<file path="src/rtl/prog_fetch_if.sv">
// ============================================================================
// Module  : prog_fetch_if
// Purpose : Program-memory port between the fetch unit and progMEM.
// Rev     : 1.0  initial release
// ============================================================================
`default_nettype none

interface prog_fetch_if #(
   parameter int TAM = 16
) ();
   logic [TAM-1:0] progADDR;
   logic [1:0]     CoreStatus;
   logic [15:0]    Instruction;

   modport master (output progADDR, output CoreStatus, input Instruction);
   modport slave  (input progADDR, input CoreStatus, output Instruction);
endinterface

`default_nettype wire

</file>
<file path="src/rtl/prog_fetch.sv">
// ============================================================================
// Module  : prog_fetch
// Purpose : Instruction fetch controller driving the program-memory port.
// Rev     : 1.0  initial release
// ============================================================================
`default_nettype none

module prog_fetch #(
   parameter int TAM       = 16,
   parameter int Lmem      = 8,
   parameter int RESET_VEC = 0
) (
   input  wire logic            clk,
   input  wire logic            rst,
   prog_fetch_if.master         mem,
   input  wire logic            stall,
   input  wire logic            branch_en,
   input  wire logic [TAM-1:0]  branch_target,
   input  wire logic            halt_req,
   output logic      [15:0]     instr_out,
   output logic                 instr_valid,
   output logic      [TAM-1:0]  pc_out,
   output logic                 halted
);

   localparam logic [1:0] ST_LOAD = 2'd0;
   localparam logic [1:0] ST_RUN  = 2'd1;
   localparam logic [1:0] ST_HALT = 2'd2;

   localparam logic [1:0] CS_RUN   = 2'b00;
   localparam logic [1:0] CS_STALL = 2'b01;
   localparam logic [1:0] CS_LOAD  = 2'b10;
   localparam logic [1:0] CS_HALT  = 2'b11;

   localparam logic [Lmem-1:0] PC_MAX = '1;
   localparam logic [Lmem-1:0] RST_PC = Lmem'(RESET_VEC);

   logic [1:0]      r_state;
   logic [1:0]      r_status;
   logic [Lmem-1:0] r_addr;
   logic [Lmem-1:0] r_pc;
   logic [15:0]     r_instr;
   logic            r_valid;
   logic            r_halted;
   logic [Lmem-1:0] w_cap_pc;

   // LOAD captures the word at progADDR itself; RUN captures the prefetched successor.
   assign w_cap_pc = (r_state == ST_LOAD) ? r_addr : r_pc + 1'b1;

   always_ff @(posedge clk or negedge rst) begin
      if (!rst) begin
         r_state  <= ST_LOAD;
         r_status <= CS_LOAD;
         r_addr   <= RST_PC;
         r_pc     <= RST_PC;
         r_instr  <= '0;
         r_valid  <= 1'b0;
         r_halted <= 1'b0;
      end else if (halt_req) begin
         r_state  <= ST_HALT;
         r_status <= CS_HALT;
         r_valid  <= 1'b0;
         r_halted <= 1'b1;
      end else if (branch_en) begin
         r_state  <= ST_LOAD;
         r_status <= CS_LOAD;
         r_addr   <= branch_target[Lmem-1:0];
         r_valid  <= 1'b0;
         r_halted <= 1'b0;
      end else if (r_state == ST_HALT) begin
         r_status <= CS_HALT;
      end else if ((r_state == ST_RUN) && stall) begin
         r_status <= CS_STALL;
      end else begin
         r_instr <= mem.Instruction;
         r_pc    <= w_cap_pc;
         r_valid <= 1'b1;
         // Reload from 0 at the top of memory so the prefetch never reaches 2^Lmem.
         if (w_cap_pc == PC_MAX) begin
            r_state  <= ST_LOAD;
            r_status <= CS_LOAD;
            r_addr   <= '0;
         end else begin
            r_state  <= ST_RUN;
            r_status <= CS_RUN;
            r_addr   <= w_cap_pc;
         end
      end
   end

   generate
      if (TAM > Lmem) begin : g_unused_target
         logic unused_target_bits;
         assign unused_target_bits = ^branch_target[TAM-1:Lmem];
      end
   endgenerate

   assign mem.progADDR   = TAM'(r_addr);
   assign mem.CoreStatus = r_status;
   assign instr_out      = r_instr;
   assign instr_valid    = r_valid;
   assign pc_out         = TAM'(r_pc);
   assign halted         = r_halted;

endmodule

`default_nettype wire
</file>
<file path="src/flat_wrapper.sv">
// flat-port wrapper written by rule: the top's interface ports become plain ports
module prog_fetch_flat 
#(
   parameter int TAM       = 16,
   parameter int Lmem      = 8,
   parameter int RESET_VEC = 0
)
  (clk, rst, stall, branch_en, branch_target, halt_req, instr_out, instr_valid, pc_out, halted, mem_progADDR, mem_CoreStatus, mem_Instruction);
  prog_fetch_if #(.TAM(TAM)) mem_i ();
  input  wire logic clk;
  input  wire logic rst;
  input  wire logic stall;
  input  wire logic branch_en;
  input  wire logic [TAM-1:0] branch_target;
  input  wire logic halt_req;
  output logic      [15:0] instr_out;
  output logic instr_valid;
  output logic      [TAM-1:0] pc_out;
  output logic halted;
  output wire logic [$bits(mem_i.progADDR)-1:0] mem_progADDR;
  output wire logic [$bits(mem_i.CoreStatus)-1:0] mem_CoreStatus;
  input wire logic [$bits(mem_i.Instruction)-1:0] mem_Instruction;
  assign mem_progADDR = mem_i.progADDR;
  assign mem_CoreStatus = mem_i.CoreStatus;
  assign mem_i.Instruction = mem_Instruction;
  prog_fetch #(.TAM(TAM), .Lmem(Lmem), .RESET_VEC(RESET_VEC)) u_core (.clk(clk), .rst(rst), .mem(mem_i), .stall(stall), .branch_en(branch_en), .branch_target(branch_target), .halt_req(halt_req), .instr_out(instr_out), .instr_valid(instr_valid), .pc_out(pc_out), .halted(halted));
endmodule
</file>
<file path="config.mk">
export PLATFORM = sky130hd
export DESIGN_NAME = prog_fetch_flat
export DESIGN_NICKNAME = d
export VERILOG_FILES = /design/src/rtl/prog_fetch_if.sv /design/src/rtl/prog_fetch.sv /design/src/flat_wrapper.sv
export SDC_FILE = /design/constraint.sdc
export NUM_CORES = 1
export LEC_CHECK = 0
export BUFFER_PORTS_ARGS = -buffer_cell sky130_fd_sc_hd__buf_2
export CAP_MARGIN = 15
export CORE_MARGIN = 2
export CORE_UTILIZATION = 38
export CTS_CLUSTER_SIZE = 40
export DETAILED_ROUTE_END_ITERATION = 7
export PLACE_DENSITY = 0.65
export SYNTH_ARGS = -nofsm -noshare
export SYNTH_HDL_FRONTEND = slang
export SYNTH_SLANG_ARGS = --single-unit
</file>
<file path="constraint.sdc">
create_clock -name clk -period 1.88 [get_ports clk]
set_input_delay 0.47 -clock clk [delete_from_list [all_inputs] [get_ports clk]]
set_output_delay 0.47 -clock clk [all_outputs]
set_load 0.05 [all_outputs]
</file>
* Word level (Yosys, flattened, before mapping)
Index checks and enable logic that the tools add are counted.
** Operators by class
- Add/sub/neg operators :: 1
- Eq/ne operators :: 7
- Muxes and demuxes :: 21
- Bitwise logic cells :: 4
- Reduce and logical (&&, ||, !) cells :: 6
** Operators by type and width (count)
- $mux W8 :: 5
- $mux W2 :: 9
- $add A8 B1 Y8 const B :: 1
- $eq A8 B8 Y1 const B :: 1
- $mux W1 :: 7
- $ne A3 B3 Y1 const B :: 2
- $ne A2 B2 Y1 const B :: 2
- $not A1 Y1 :: 4
- $reduce_and A4 Y1 :: 1
- $reduce_and A3 Y1 :: 1
- $eq A2 B1 Y1 const B :: 1
- $eq A2 B2 Y1 const B :: 1
- $logic_not A2 Y1 :: 1
- $reduce_and A2 Y1 :: 1
- $reduce_bool A2 Y1 :: 1
- $logic_and A1 B1 Y1 :: 1
** Storage, ports and cells
- Register bits after elaboration :: 38
- Input bits :: 37
- Output and inout bits :: 52
- Logic and storage cells :: 46

* Depth between registers and ports, before layout
- Depth in word-level cells :: 8
- Depth in mapped cells :: 8
- Mapped depth without buffers :: 6

* Worst setup path after synthesis
No wires, ideal clock.
- Kind :: reg2reg
- From :: register u_core.r_pc[1]
- To :: register u_core.r_addr[5]
- Setup time :: 0.119 ns
- Data arrival time :: 2.177 ns
- Path slack :: -0.416 ns
- Cell stages (with the launch flop) :: 7
- Buffers on the path :: 0
- Clock period less this slack :: 2.296 ns
- Path through :: dfrtp_1 > ha_1 > nand4_1 > or3_1 > a31o_2 > a2111oi_2 > o21ba_1
** Between the ends
- Cells in the longest elaborated chain, start to end :: 7
** Ends and longest elaborated chain
- from (decl) :: RTL line prog_fetch.sv:41 : logic [Lmem-1:0] r_pc;
- from (signal assigned) :: RTL line prog_fetch.sv:76 : r_pc <= w_cap_pc;
- $add A8 B1 Y8 (*) :: RTL line prog_fetch.sv:48 : assign w_cap_pc = (r_state == ST_LOAD) ? r_addr : r_pc + 1'b1;
- $mux W8 (*) :: RTL line prog_fetch.sv:48
- $eq A8 B8 Y1 :: RTL line prog_fetch.sv:79 : if (w_cap_pc == PC_MAX) begin
- $mux W8 (*) :: RTL line prog_fetch.sv:79
- $mux W8 (*) :: RTL line prog_fetch.sv:72 : end else if ((r_state == ST_RUN) && stall) begin
- $mux W8 (*) :: RTL line prog_fetch.sv:70 : end else if (r_state == ST_HALT) begin
- $mux W8 (*) :: RTL line prog_fetch.sv:64 : end else if (branch_en) begin
- to (signal assigned) :: RTL line prog_fetch.sv:67 : r_addr <= branch_target[Lmem-1:0];
- to (signal assigned) :: RTL line prog_fetch.sv:86 : r_addr <= w_cap_pc;
- to (decl) :: RTL line prog_fetch.sv:40 : logic [Lmem-1:0] r_addr;
Mark *: on every way between the ends. The rest lies on a longest branch, timed or not. The select of a mux whose other input is x is not followed.
A chain may end at the register's enable or synchronous reset.

* Worst setup path in the final report
- From :: register u_core.r_pc[0]
- To :: register u_core.r_addr[5]
Same word-level chain as after synthesis.

==> results.sh <==
export IMPL_powerDensity_mw_per_mm2=1330
export IMPL_cts_buffers=5
export IMPL_place_port_buffers=64
export IMPL_synth_edf_count=0
export IMPL_fp_dieH_um=78.9
export IMPL_crit_arrival_ns=2.03
export IMPL_hold_viol=0
export IMPL_num_nets_final=366
export IMPL_hpwl_um=3990
export IMPL_firstDrtPassIters=4
export IMPL_grt_busiest_layer="met2"
export IMPL_critPathTopFamily="compound AO/OA/AOI/OAI gates"
export IMPL_ctsHtreeMaxLevel=2
export IMPL_outcome="finished, final reports clean"
export IMPL_p_sw_w=0.00175
export IMPL_cts_path_max_buffers=2
export IMPL_yosysUniqueCellTypes=50
export IMPL_synthArstFlopShare_pct=100
export IMPL_clkTransAtPathRegs_ns=0.08
export IMPL_ctsHoldBuffers=0
export IMPL_grt_use_met3_pct=3.52
export IMPL_path_cells="ha_4 -> nand4_1 -> or3_1 -> a31o_4 -> a2111oi_2 -> o21ba_1"
export IMPL_num_vias=2038
export IMPL_cp_num_cells=6
export IMPL_antenna_cells=0
export IMPL_rr_startpoint="u_core.r_pc[0]"
export IMPL_grt_pass1_wl_um=9200
export IMPL_share_comb_of_total_power_pct=49.0
export IMPL_routedWlPerCell_um=13.6
export IMPL_synth_top_area_cell="dfrtp_1"
export IMPL_die_x_um=78.9
export IMPL_crit_type="reg2reg"
export IMPL_peakVddDrop_mv=0.606
export IMPL_post_route_period_util_pct=98.3
export IMPL_ios=89
export IMPL_synthFlopType="dfrtp_1"
export IMPL_clock_latency_ns=0.30
export IMPL_gp_congestion=0.862
export IMPL_path_max_fanout=5
export IMPL_synth_top_area_share_pct=43.5
export IMPL_use_met1_pct=26.3
export IMPL_cpMaxStageDelayCell="dfrtp_2"
export IMPL_min_path_type="in2async"
export IMPL_grt_pass1_vias=1899
export IMPL_routed_wl_um=5450
export IMPL_core_area_mm2=0.00547
export IMPL_rsz0062_at_grt="true"
export IMPL_rr_worst_depth=6
export IMPL_max_freq_mhz=541
export IMPL_antenna_found_initial=0
export IMPL_cts_root_buf="clkbuf_8"
export IMPL_power_frac_clock_pct=19.3
export IMPL_seqPwrFrac_pct=31.7
export IMPL_drv_slew=0
export IMPL_ant_nets=0
export IMPL_clock_sinks=38
export IMPL_maxCapViolations=0
export IMPL_start_kind="flop"
export IMPL_endpoint_kind="flop"
export IMPL_setup_viol=0
export IMPL_syn_area_per_cell_um2=8.84
export IMPL_drive_gt1_share_pct=38.6
export IMPL_ys_warn_count=0
export IMPL_num_rows=27
export IMPL_die_area_mm2=0.00622
export IMPL_areaGrowthSynthToFinish_pct=33.5
export IMPL_clock_skew_ns=0.00887
export IMPL_syn_cell_area_mm2=0.00213
export IMPL_grt_overflow_total=0
export IMPL_drt_iter0_drc=161
export IMPL_leakagePower_nw=1.40
export IMPL_avgViaCountPerCell=5.08
export IMPL_cts_tree="built"
export IMPL_hold_slack_ns=0.122
export IMPL_drc_errors=0
export IMPL_gr_usage_all_layers_pct=19.1
export IMPL_synth_top_cells_by_count="nand2_1, dfrtp_1, buf_4, nor2_1, a21oi_1"
export IMPL_required_ns=2.06
export IMPL_path_buf_inv=0
export IMPL_yosysMostFrequentCell="nand2_1"
export IMPL_syn_inst=241
export IMPL_finalCriticalPeriod_ns=1.85
export IMPL_critPathLaunch="u_core.r_pc[0]"
export IMPL_worst_slack_ns=0.0319
export IMPL_final_setup_tns_ns=0
export IMPL_slowest_delay_ns=0.39
export IMPL_swShare_pct=46.3
export IMPL_globalRouteMet2Util_pct=30.4
export IMPL_ys_ff_latch=38
export IMPL_seq_area_frac_synth_pct=44.7
export IMPL_synth_area_leaders="dfrtp_1, nand2_1, buf_4"
export IMPL_start_util_pct=38.9
export IMPL_power_total_w=0.00379
export IMPL_pre_cts_ws_ns=-0.145
export IMPL_grt_max_degree=39
export IMPL_cell_internal_pwr_w=0.00204
==> flip-flops by register name (all words and copies together), names as in the netlist <==
name,cells
u_core.halted,1
u_core.instr_out,16
u_core.instr_valid,1
u_core.mem.CoreStatus,2
u_core.r_addr,8
u_core.r_pc,8
u_core.r_state,2
==> cells by family after synthesis <==
kind of cell | count (synthesis) | share of synthesized area (%)
multiplexers | 2 | 1.53
XOR/XNOR | 4 | 1.64
other | 1 | 0.176
AO/OA/AOI/OAI | 62 | 19.9
AND/OR/NAND/NOR | 99 | 21.0
flip-flops | 38 | 44.7
buffers and inverters | 34 | 10.5
adder cells (fa/ha/maj) | 1 | 0.587
==> final timing paths <==
kind	to	slack, ns
hold reg to reg	u_core.instr_out[6]	0.47
hold / removal	u_core.r_addr[7]	0.12
setup / recovery	u_core.r_addr[5]	0.03
min in group clk	u_core.instr_out[14]	0.36
setup reg to reg	u_core.r_addr[5]	0.03
max in group asynchronous	u_core.mem.CoreStatus[1]	1.51
==> cells in the final DEF, fill, tap and decap left out, types with 2 or more instances in the layout <==
master / Yosys / routed
buf_2: 4 / 64
nand2_1: 58 / 58
dfrtp_1: 37 / 31
buf_4: 22 / 28
nor2_1: 16 / 16
conb_1: 1 / 16
a21oi_1: 15 / 15
a31oi_1: 8 / 8
o21ai_0: 7 / 7
clkbuf_8: 0 / 6
dfrtp_2: 0 / 6
nand4_1: 4 / 4
a21o_1: 4 / 4
or3_1: 3 / 3
inv_1: 3 / 3
o22ai_1: 3 / 3
a22o_1: 3 / 3
and3_1: 2 / 2
nand3_1: 3 / 2
or2_2: 2 / 2
nand3_2: 1 / 2
nand2b_1: 2 / 2
xnor2_1: 2 / 2
a211oi_1: 3 / 2
o22a_1: 2 / 2
o31ai_1: 3 / 2
a21boi_0: 2 / 2
a22oi_1: 2 / 2
buf_12: 0 / 2
buf_6: 1 / 2
==> metal layers <==
metal / wire, um / vias to the layer above
li1: - / 984
met1: 2370 / 976
met2: 2640 / 72
met3: 353 / 6
met4: 79 / 0
met5: 0 / -
==> stage by stage <==
| step | std cells | instance area [um2] | util (%) |
|---|---|---|---|
| after detailed placement | 389 | 2660 | 48.6 |
| final | 401 | 2850 | 52.0 |
| after global placement | 389 | 2660 | 48.6 |
| after global routing | 401 | 2850 | 52.0 |
| after floorplan | 256 | 2230 | - |
| after CTS | 398 | 2790 | 51.0 |
==> power by group through the flow <==
stage	registers, W	clock network, W	logic, W
after floorplan	0.00179	0	0.000757
after CTS	0.00121	0.000755	0.00181
final	0.00120	0.000731	0.00186
after detailed placement	0.00122	0	0.00180
after global placement	0.00122	0	0.00179
after global routing	0.00123	0.000790	0.00199
==> repair_timing <==
item | CTS | global route
pin swaps | 1 | 4
setup endpoints to repair | 9 | 12
gates resized for setup | 1 | 7
setup buffers | 1 | 3
==> layout make-up <==
class	instances	area, um2
Clock buffer	7	86.3
Timing Repair Buffer	96	593
Sequential cell	38	960
Fill cell	528	2630
Multi-Input combinational cell	184	1070
Tap cell	72	90.1
Clock inverter	1	30.0
Inverter	3	11.3
Note: power is estimated with default switching activity, not from simulation.
